## config.mk

```make
export PLATFORM = sky130hd
export DESIGN_NAME = byte_word_sequencer
export DESIGN_NICKNAME = d
export VERILOG_FILES = /design/src/rtl/byte_word_sequencer.sv
export SDC_FILE = /design/constraint.sdc
export NUM_CORES = 1
export LEC_CHECK = 0
export CORE_MARGIN = 1.5
export CORE_UTILIZATION = 44
export CTS_BUF_LIST = sky130_fd_sc_hd__clkbuf_8
export CTS_CLUSTER_DIAMETER = 80
export DETAILED_ROUTE_END_ITERATION = 12
export PLACE_DENSITY = 0.83
export SETUP_SLACK_MARGIN = 0.1
export SLEW_MARGIN = 5
export SYNTH_ARGS = -nofsm -noshare
export SYNTH_HDL_FRONTEND = slang
export SYNTH_SLANG_ARGS = --single-unit
export TNS_END_PERCENT = 5
```

## constraint.sdc

```tcl
create_clock -name clk -period 1.6 [get_ports clk]
set_input_delay 0.24 -clock clk [delete_from_list [all_inputs] [get_ports clk]]
set_output_delay 0.24 -clock clk [all_outputs]
set_load 0.05 [all_outputs]
```

## src/rtl/byte_word_sequencer.sv

```systemverilog
// byte_word_sequencer: assembles {msbyte, lsbyte} from two serial reads on one byte port,
// with a per-read ack timeout that aborts the sequence and pulses err.
module byte_word_sequencer #(
   parameter int AW      = 16,
   parameter int DW      = 8,
   parameter int TIMEOUT = 15
) (
   input  logic            clk,
   input  logic            rst_n,
   input  logic            start,
   input  logic [AW-1:0]   ms_addr,
   input  logic [AW-1:0]   ls_addr,
   output logic            busy,
   output logic            mem_req,
   output logic [AW-1:0]   mem_addr,
   input  logic            mem_ack,
   input  logic [DW-1:0]   mem_data,
   output logic [2*DW-1:0] word,
   output logic            word_valid,
   input  logic            word_ready,
   output logic            err
);
   typedef enum logic [1:0] {IDLE, RD_MS, RD_LS, DONE} state_t;
   state_t          r_state, w_next;
   logic [AW-1:0]   r_ls_addr, r_mem_addr;
   logic [DW-1:0]   r_hi;
   logic [2*DW-1:0] r_word;
   logic [7:0]      r_cnt;
   logic            r_err, w_rd, w_timeout;
   always_comb begin
      w_next    = r_state;
      w_rd      = (r_state == RD_MS) || (r_state == RD_LS);
      // an ack arriving on the limit cycle still completes the read
      w_timeout = w_rd && !mem_ack && (r_cnt == 8'(TIMEOUT - 1));
      case (r_state)
         IDLE:    w_next = start ? RD_MS : IDLE;
         RD_MS:   w_next = mem_ack ? RD_LS : (w_timeout ? IDLE : RD_MS);
         RD_LS:   w_next = mem_ack ? DONE : (w_timeout ? IDLE : RD_LS);
         default: w_next = word_ready ? IDLE : DONE;
      endcase
   end
   always_ff @(posedge clk or negedge rst_n) begin
      if (!rst_n) begin
         r_state    <= IDLE;
         r_ls_addr  <= '0;
         r_mem_addr <= '0;
         r_hi       <= '0;
         r_word     <= '0;
         r_cnt      <= '0;
         r_err      <= 1'b0;
      end else begin
         r_state <= w_next;
         r_err   <= w_timeout;
         r_cnt   <= (w_rd && !mem_ack) ? r_cnt + 8'd1 : 8'd0;
         if (r_state == IDLE && start) begin
            r_mem_addr <= ms_addr;
            r_ls_addr  <= ls_addr;
         end
         if (r_state == RD_MS && mem_ack) begin
            r_hi       <= mem_data;
            r_mem_addr <= r_ls_addr;
         end
         // word only updates on a full two-byte completion
         if (r_state == RD_LS && mem_ack) r_word <= {r_hi, mem_data};
      end
   end
   assign busy       = (r_state != IDLE);
   assign mem_req    = w_rd;
   assign mem_addr   = r_mem_addr;
   assign word       = r_word;
   assign word_valid = (r_state == DONE);
   assign err        = r_err;
endmodule
```

==> results of run 1 <==
critical path: cells and delay by family, from the launching register on:
| kind | cells | cell delay, ns |
|---|---|---|
| fa+ha+maj | 1 | 0.29 |
| buf+inv | 2 | 0.20 |
| flops | 1 | 0.39 |
how the worst max path moves through the flow:
stage	slack (ns)	start	depth (start not counted)	to
floorplan	0.05	r_state[0]	5	word[10]
global placement	0.005	mem_ack	3	r_hi[0]
detailed placement	-0.04	mem_ack	3	r_hi[1]
CTS	0.09	r_state[0]	3	mem_req
global route	0.09	r_state[0]	3	mem_req
finish	0.14	r_state[0]	3	mem_req
state kept, by name, summed over array words and instances (netlist names):
signal,flops
r_state,2
mem_addr,16
word,16
err,1
r_hi,8
r_ls_addr,16
r_cnt,8
per-stage QoR:
step,cells,cell area (um^2)
2_1_floorplan,211,2790
3_3_place_gp,362,3660
3_5_place_dp,362,3660
4_1_cts,379,3880
5_1_grt,379,3890
6_report,379,3890
repair_timing:
item                                    in CTS  in global routing
endpoints found under the setup margin       8                 50
hold buffers                                 1                  0
hold endpoints to repair                    67                  0
resized for setup                            1                  4
pin swaps                                    0                  1
metal layers:
layer | track usage | part of all wire | up-vias
met1 | 0.218 | 0.40 | 959
li1 | - | - | 902
met2 | 0.289 | 0.50 | 63
met5 | 0 | 0 | -
met4 | 0.0915 | 0.020 | 0
met3 | 0.0527 | 0.078 | 11
cells by family (layout without fill, tap and decap cells):
kind of cell,count (synthesis),count (layout),share of synthesized area
AOI/OAI and AO/OA,25,25,0.0474
buffers and inverters,13,106,0.0199
DFF,67,67,0.605
adders and majority gates,6,6,0.0271
xor gates and xnor gates,3,3,0.00948
muxes,56,56,0.220
and+or+nand+nor,41,41,0.0713
layout make-up:
cell class	instances	area [um^2]
multi-input combinational	131	1060
clock buffer	12	165
timing repair buffer	86	832
inverter	4	15.0
sequential	67	1680
fill	474	2100
clock inverter	4	48.8
tap	75	93.8
power groups by stage:
stage | clock, W | sequential, W | combinational [W]
finish | 0.00146 | 0.00289 | 0.00441
CTS | 0.00150 | 0.00289 | 0.00446
floorplan | 0 | 0.00429 | 0.00161
global route | 0.00158 | 0.00299 | 0.00468
detailed placement | 0 | 0.00291 | 0.00444
global placement | 0 | 0.00287 | 0.00434
placed cells by master, fill, tap and decap left out, types with 5 or more instances in the layout:
master and n:
mux2_2 40, clkdlybuf4s50_1 43, mux2i_1 16, nand2_1 8, ha_1 5, nor2_1 21, dfrtp_1 67, clkbuf_8 12
buf_12 6, buf_4 34, a21oi_1 19
==> flow_summary.yaml, run 1 <==
run_status:
  status: "complete, no violations"
clock_tree:
  insertion_delay_ns: 0.34
  clock_sinks: 67
  clkTransAtPathRegs_ns: 0.07
  htreeDepth: 3
  cts_made_buffers: 9
  cts_setup_buffers: 0
  root_buffer: "clkbuf_8"
  cts_max_path_buffers: 2
  cts_tree: "built"
timing:
  max_freq_mhz: 685
  final_max_slew_viol_count: 0
  skew_ns: 0.00664
  hold_violations: 0
  setup_viol_count_final: 0
  fin_crit_sh: 0.913
  fin_ws_ns: 0.140
  setup_tns_ns: 0
  finalCriticalPeriod_ns: 1.46
  whs_ns: 0.448
  grt_setup_unrepaired: "yes"
  tightest_slew_ns: 0.348
  slew_headroom: 0.768
worst_setup_path:
  cp.required_ns: 1.36
  path_cells: "inv_2 -> ha_4 -> buf_12"
  cp.arrival_ns: 1.22
  cp-start-kind: "flip-flop"
  worst_r2r_startpoint: "r_state[0]"
  path_max_fanout: 3
  path_class: "flip-flop to output pin"
  end_kind: "output pin"
  rrSetupSlack_ns: 0.14
  rr_endpoint: "r_ls_addr[4]"
  r2r_cells: 5
  max_stage_delay_ns: 0.39
  critPathSlowestCell: "dfrtp_1"
floorplanning:
  start_util: 0.463
  fp.dieArea_mm2: 0.00679
  die_x_um: 82.4
  num_rows: 28
  io-pin-count: 81
  die_h_um: 82.4
  core_mm2: 0.00599
route:
  first_iter_violations: 110
  route.detailed.drc: 0
  drt_wl_total_mm: 5.57
  dr.pass1.iters: 4
  drtAntennaViolNets: 0
  routed-via-count: 1935
  via_per_inst: 5.11
  wl_per_cell_um: 14.7
pwr:
  p_per_area_mw_per_mm2: 2250
  swShare: 0.418
  p_int_w: 0.00510
  leakage_nw: 1.80
  power_frac_seq: 0.329
  clkPwrFrac: 0.167
  power_w: 0.00876
  p_sw_w: 0.00366
  combPwrFrac: 0.504
  ir_drop_v: 0.00155
synthesis:
  synthTopCellsByArea: "dfrtp_1, mux2_2, mux2i_1, a21oi_1, nor2_1"
  synth_flop_cell: "dfrtp_1"
  avgSynthCellArea_um2: 13.1
  synthCells: 211
  syn_nets: 262
  synth_cell_type_count: 25
  yosysWarningCount: 0
  synthesis.area_mm2: 0.00277
  yosysSeqAreaShare: 0.605
  yosysTopAreaCell: "dfrtp_1"
  yosysMostFrequentCell: "dfrtp_1"
  synth_top_area_share: 0.605
  synth-edff-count: 0
  synth_commonest_cells: "dfrtp_1, mux2_2, nor2_1"
  ys_async_sr_fraction: 1.00
  ys_ff_latch: 67
place:
  detailed_place_hpwl_mm: 3.81
  gp_congestion: 0.772
  dp_slack_ns: -0.0396
  portBuffers: 80
global_routing:
  antenna_found_initial: 0
  grt_use_total: 0.180
  grt_pass1_vias: 1929
  grt_pass1_wl_mm: 8.93
  grt_max_degree: 68
  grt_overflow_total: 0
final_layout:
  diodes: 0
  nets: 350
  fin_util: 0.649
  syn_to_final_growth_pct: 40.2
  drive_gt1_frac: 0.342
worst_hold_path:
  hp-class: "input pin to async pin"
flow_run:
  cap_violations: 0
Power figures use the tool's default switching activity.
==> run 2: changes to the inputs <==
--- a/config.mk
+++ b/config.mk
@@ -5,7 +5,6 @@
 export SDC_FILE = /design/constraint.sdc
 export NUM_CORES = 1
 export LEC_CHECK = 0
-export CORE_MARGIN = 1.5
 export CORE_UTILIZATION = 44
 export CTS_BUF_LIST = sky130_fd_sc_hd__clkbuf_8
 export CTS_CLUSTER_DIAMETER = 80
==> run 2 against run 1 <==
  * Sequential cell count did not move
  * Via count fell by 3.5%
  * First-iteration DRC count fell by 71%
  * Critical path type unchanged
  * Highest routed layer unchanged
==> flow_summary.yaml, run 2 (synthesis results as in run 1) <==
floorplanning:
  die_h_um: 81.4
  start_util: 0.463
  core_mm2: 0.00599
  num_rows: 28
  fp.dieArea_mm2: 0.00662
  io-pin-count: 81
  die_x_um: 81.4
global_routing:
  grt_pass1_wl_mm: 8.19
  antenna_found_initial: 0
  grt_use_total: 0.169
  grt_max_degree: 68
  grt_pass1_vias: 1849
  grt_overflow_total: 0
final_layout:
  syn_to_final_growth_pct: 40.5
  fill_cells: 467
  final_cell_mix: "dfrtp_1, clkdlybuf4s50_1, mux2_2"
  drive_gt1_frac: 0.334
  diodes: 0
  fin_util: 0.650
  multiInputGateArea_mm2: 0.00106
  final_cells: 380
  nets: 351
  seq_area_mm2: 0.00168
  final_common_cell: "dfrtp_1"
place:
  placed_cells: 363
  detailed_place_hpwl_mm: 3.60
  gp_congestion: 0.764
  portBuffers: 80
timing:
  setup_viol_count_final: 0
  hold_violations: 0
  setup_tns_ns: 0
  final_max_slew_viol_count: 0
  fin_crit_sh: 0.918
  skew_ns: 0.00848
  whs_ns: 0.456
  grt_setup_unrepaired: "yes"
  max_freq_mhz: 681
  tightest_slew_ns: 0.345
  slew_headroom: 0.770
  finalCriticalPeriod_ns: 1.47
worst_setup_path:
  critPathSlowestCell: "dfrtp_1"
  cp.arrival_ns: 1.23
  path_class: "flip-flop to output pin"
  end_kind: "output pin"
  cp.required_ns: 1.36
  path_cells: "inv_1 -> ha_4 -> buf_12"
  path_max_fanout: 3
  cp-start-kind: "flip-flop"
  max_stage_delay_ns: 0.40
clock_tree:
  htreeDepth: 3
  root_buffer: "clkbuf_8"
  clock_sinks: 67
  insertion_delay_ns: 0.33
  cts_max_path_buffers: 2
  cts_made_buffers: 9
  cts_tree: "built"
  clkTransAtPathRegs_ns: 0.07
route:
  first_iter_violations: 32
  drtAntennaViolNets: 0
  drt_wl_total_mm: 5.03
  dr.pass1.iters: 4
  via_per_inst: 4.91
  route.detailed.drc: 0
  routed-via-count: 1867
  wl_per_cell_um: 13.2
flow_run:
  cap_violations: 0
worst_hold_path:
  hp-class: "input pin to async pin"
pwr:
  leakage_nw: 1.82
  p_per_area_mw_per_mm2: 2210
  ir_drop_v: 0.00136
run_status:
  status: "complete, no violations"
-- run 2: path summary, 6_finish.rpt --
check / slack (ns) / endpoint / start / depth (start not counted)
worst max-delay path: 0.13 / mem_req / r_state[0] / 3
worst min-delay path: 0.46 / mem_addr[13] / rst_n / 3
worst max register to register: 0.17 / word[7] / r_state[0] / 5
worst min register to register: 0.50 / r_cnt[0] / r_cnt[0] / 1
max in group asynchronous: 0.86 / r_hi[4] / rst_n / 3
min in group clk: 0.50 / r_cnt[0] / r_cnt[0] / 1
-- run 2: area by class of cell --
cell class / count / share of cell area
clock buffers: 10 / 0.0353
well taps: 75 / 0.0241
repair buffers: 87 / 0.221
multi-input cells: 131 / 0.272
flip-flops and latches: 67 / 0.430
inverters: 4 / 0.00385
clock inverters: 6 / 0.0128
-- run 2: worst max-delay path, delay by kind of cell, from the launching register on --
kind,cells,cell delay (ns)
adder cells (fa/ha/maj),1,0.23
flip-flops,1,0.40
buffers and inverters,2,0.28
-- run 2: metal layers --
layer  up-vias  track usage  wire length, um
met5         -            0                0
met4         0       0.0804               85
met3         9       0.0539              385
met2        59        0.273             2410
met1       888        0.206             2150
li1        911            -                -
-- run 2: timing repair --
action                                  4_1_cts  5_1_grt
hold buffers                                  1        0
cloned                                        0        0
endpoints found under the setup margin        7       26
gates resized for setup                       1        2
setup buffers                                 0        0
endpoints found under the hold margin        67        0
-- run 2: stage by stage --
step	power [W]	instance area, um^2	setup WS, ns
CTS	0.00872	3890	0.107
floorplan	0.00589	2790	0.0469
detailed placement	0.00740	3690	-0.0571
finish	0.00863	3890	0.132
global route	0.00912	3890	0.0702
global placement	0.00727	3690	0.00359
-- run 2: report_power, final --
group / internal [W] / switching [W]
sequential: 0.00248 / 0.000395
combinational: 0.00183 / 0.00262
clock: 0.000737 / 0.000571
==> run 3: changes to the inputs <==
--- a/config.mk
+++ b/config.mk
@@ -5,11 +5,14 @@
 export SDC_FILE = /design/constraint.sdc
 export NUM_CORES = 1
 export LEC_CHECK = 0
-export CORE_UTILIZATION = 44
+export CELL_PAD_IN_SITES_DETAIL_PLACEMENT = 0
+export CELL_PAD_IN_SITES_GLOBAL_PLACEMENT = 1
+export CORE_UTILIZATION = 46
 export CTS_BUF_LIST = sky130_fd_sc_hd__clkbuf_8
 export CTS_CLUSTER_DIAMETER = 80
 export DETAILED_ROUTE_END_ITERATION = 12
-export PLACE_DENSITY = 0.83
+export DONT_BUFFER_PORTS = 1
+export PLACE_DENSITY = 0.82
 export SETUP_SLACK_MARGIN = 0.1
 export SLEW_MARGIN = 5
 export SYNTH_ARGS = -nofsm -noshare
==> run 3 against run 2 <==
  * The run now ends with negative hold slack left
  * Global-route usage decreased by 0.53 points
  * Critical endpoint is now busy
  * Clock-buffer cell count unchanged
  * Core utilization decreased by 5.4 points
  * Hold slack got worse by 0.87 ns
  * Sequential power increased by 25%
==> flow_summary.yaml, run 3 (synthesis results as in run 1) <==
run_status:
  status: "complete, but fails checks"
  failed_checks: "negative hold slack"
clock_tree:
  insertion_delay_ns: 0.34
  root_buffer: "clkbuf_8"
  clkTransAtPathRegs_ns: 0.08
  htreeDepth: 3
  cts_max_path_buffers: 2
  cts_made_buffers: 9
  cts_tree: "built"
  cts_setup_buffers: 0
  clock_sinks: 67
place:
  dpl-instance-area_mm2: 0.00305
  detailed_place_hpwl_mm: 3.32
  portBuffers: 0
  placed_cells: 299
  gp_congestion: 0.763
final_layout:
  nets: 290
  syn_to_final_growth_pct: 21.3
  stdcell_area_mm2: 0.00336
  drive_gt1_frac: 0.373
  final_cells: 316
  diodes: 0
  seq_area_mm2: 0.00168
  final_common_cell: "dfrtp_1"
  final_cell_mix: "dfrtp_1, mux2_2, buf_4"
  multiInputGateArea_mm2: 0.00106
  fin_util: 0.596
  fill_cells: 455
worst_setup_path:
  cp.arrival_ns: 1.24
  end_kind: "output pin"
  cp-start-kind: "flip-flop"
  path_max_fanout: 3
  cp.required_ns: 1.36
  path_class: "flip-flop to output pin"
pwr:
  p_per_area_mw_per_mm2: 2570
  ir_drop_v: 0.00141
  power_w: 0.00866
  leakage_nw: 1.56
timing:
  grt_setup_unrepaired: "yes"
  whs_ns: -0.415
  final_max_slew_viol_count: 0
  setup_viol_count_final: 0
  setup_tns_ns: 0
  fin_crit_sh: 0.927
  max_freq_mhz: 674
  tightest_slew_ns: 0.505
  finalCriticalPeriod_ns: 1.48
  hold_violations: 67
  slew_headroom: 0.663
  skew_ns: 0.0112
floorplanning:
  start_util: 0.491
  num_rows: 27
  fp.dieArea_mm2: 0.00634
  core_mm2: 0.00564
  io-pin-count: 81
  die_x_um: 79.6
  die_h_um: 79.6
global_routing:
  grt_use_total: 0.164
  grt_pass1_wl_mm: 7.60
  antenna_found_initial: 0
  grt_max_degree: 68
  grt_pass1_vias: 1666
  grt_overflow_total: 0
route:
  first_iter_violations: 52
  drtAntennaViolNets: 0
  route.detailed.drc: 0
  drt_wl_total_mm: 5.00
  routed-via-count: 1636
  dr.pass1.iters: 4
  via_per_inst: 5.18
  wl_per_cell_um: 15.8
worst_hold_path:
  hp-class: "input pin to async pin"
flow_run:
  cap_violations: 0
## run 3: changes by cell type in the layout (fill, tap and decap cells not counted), moves of 3 or more
cell	before	now
buf_12	8	2
buf_4	34	22
bufinv_16	1	4
clkdlybuf4s50_1	43	0
inv_1	8	1
## run 3: final timing paths
check | start | endpoint | slack [ns] | cells past startpoint
max in group asynchronous | rst_n | r_ls_addr[4] | 1.90 | 0
min in group clk | ls_addr[8] | r_ls_addr[8] | 0.04 | 1
max | r_state[1] | busy | 0.12 | 3
min | rst_n | mem_addr[1] | -0.42 | 0
min reg2reg | r_cnt[0] | r_cnt[0] | 0.50 | 1
max reg2reg | r_state[0] | r_ls_addr[6] | 0.17 | 5
## run 3: routing by layer
metal	wire, um	part of all wire	track usage	up-vias
li1	-	-	-	787
met2	2270	0.45	0.250	63
met1	2180	0.43	0.200	778
met4	78	0.016	0.0764	0
met5	0	0	0	-
met3	484	0.097	0.0720	8
## run 3: final cells by class
| class | instances | area share |
|---|---|---|
| multi-input combinational | 131 | 0.314 |
| clock inverter | 6 | 0.0406 |
| timing repair buffer | 26 | 0.0729 |
| sequential | 67 | 0.499 |
| inverter | 4 | 0.00558 |
| clock buffer | 10 | 0.0409 |
| tap | 72 | 0.0268 |
## run 3: critical path, stage by stage, from the launching register on
cell and delay [ns]:
dfrtp_1 0.41, inv_2 0.10, ha_4 0.16, clkinvlp_4 0.25
## run 3: repair_timing
action,4_1_cts,5_1_grt
endpoints found under the setup margin,14,49
pin swaps,0,1
endpoints found under the hold margin,67,67
gates cloned,0,1
resized for setup,1,6
## run 3: report_power, final
group          internal (W)  total [W]  switching, W
Sequential          0.00246    0.00360       0.00114
Clock               0.00124    0.00188      0.000644
Combinational       0.00137    0.00317       0.00180
## run 3: metrics by stage
stage               setup WS, ns  hold slack (ns)
CTS                       0.0255           -0.428
global route              0.0689           -0.440
global placement           0.112          -0.0539
detailed placement        0.0323          -0.0543
floorplan                 0.0469          -0.0556
finish                     0.117           -0.415
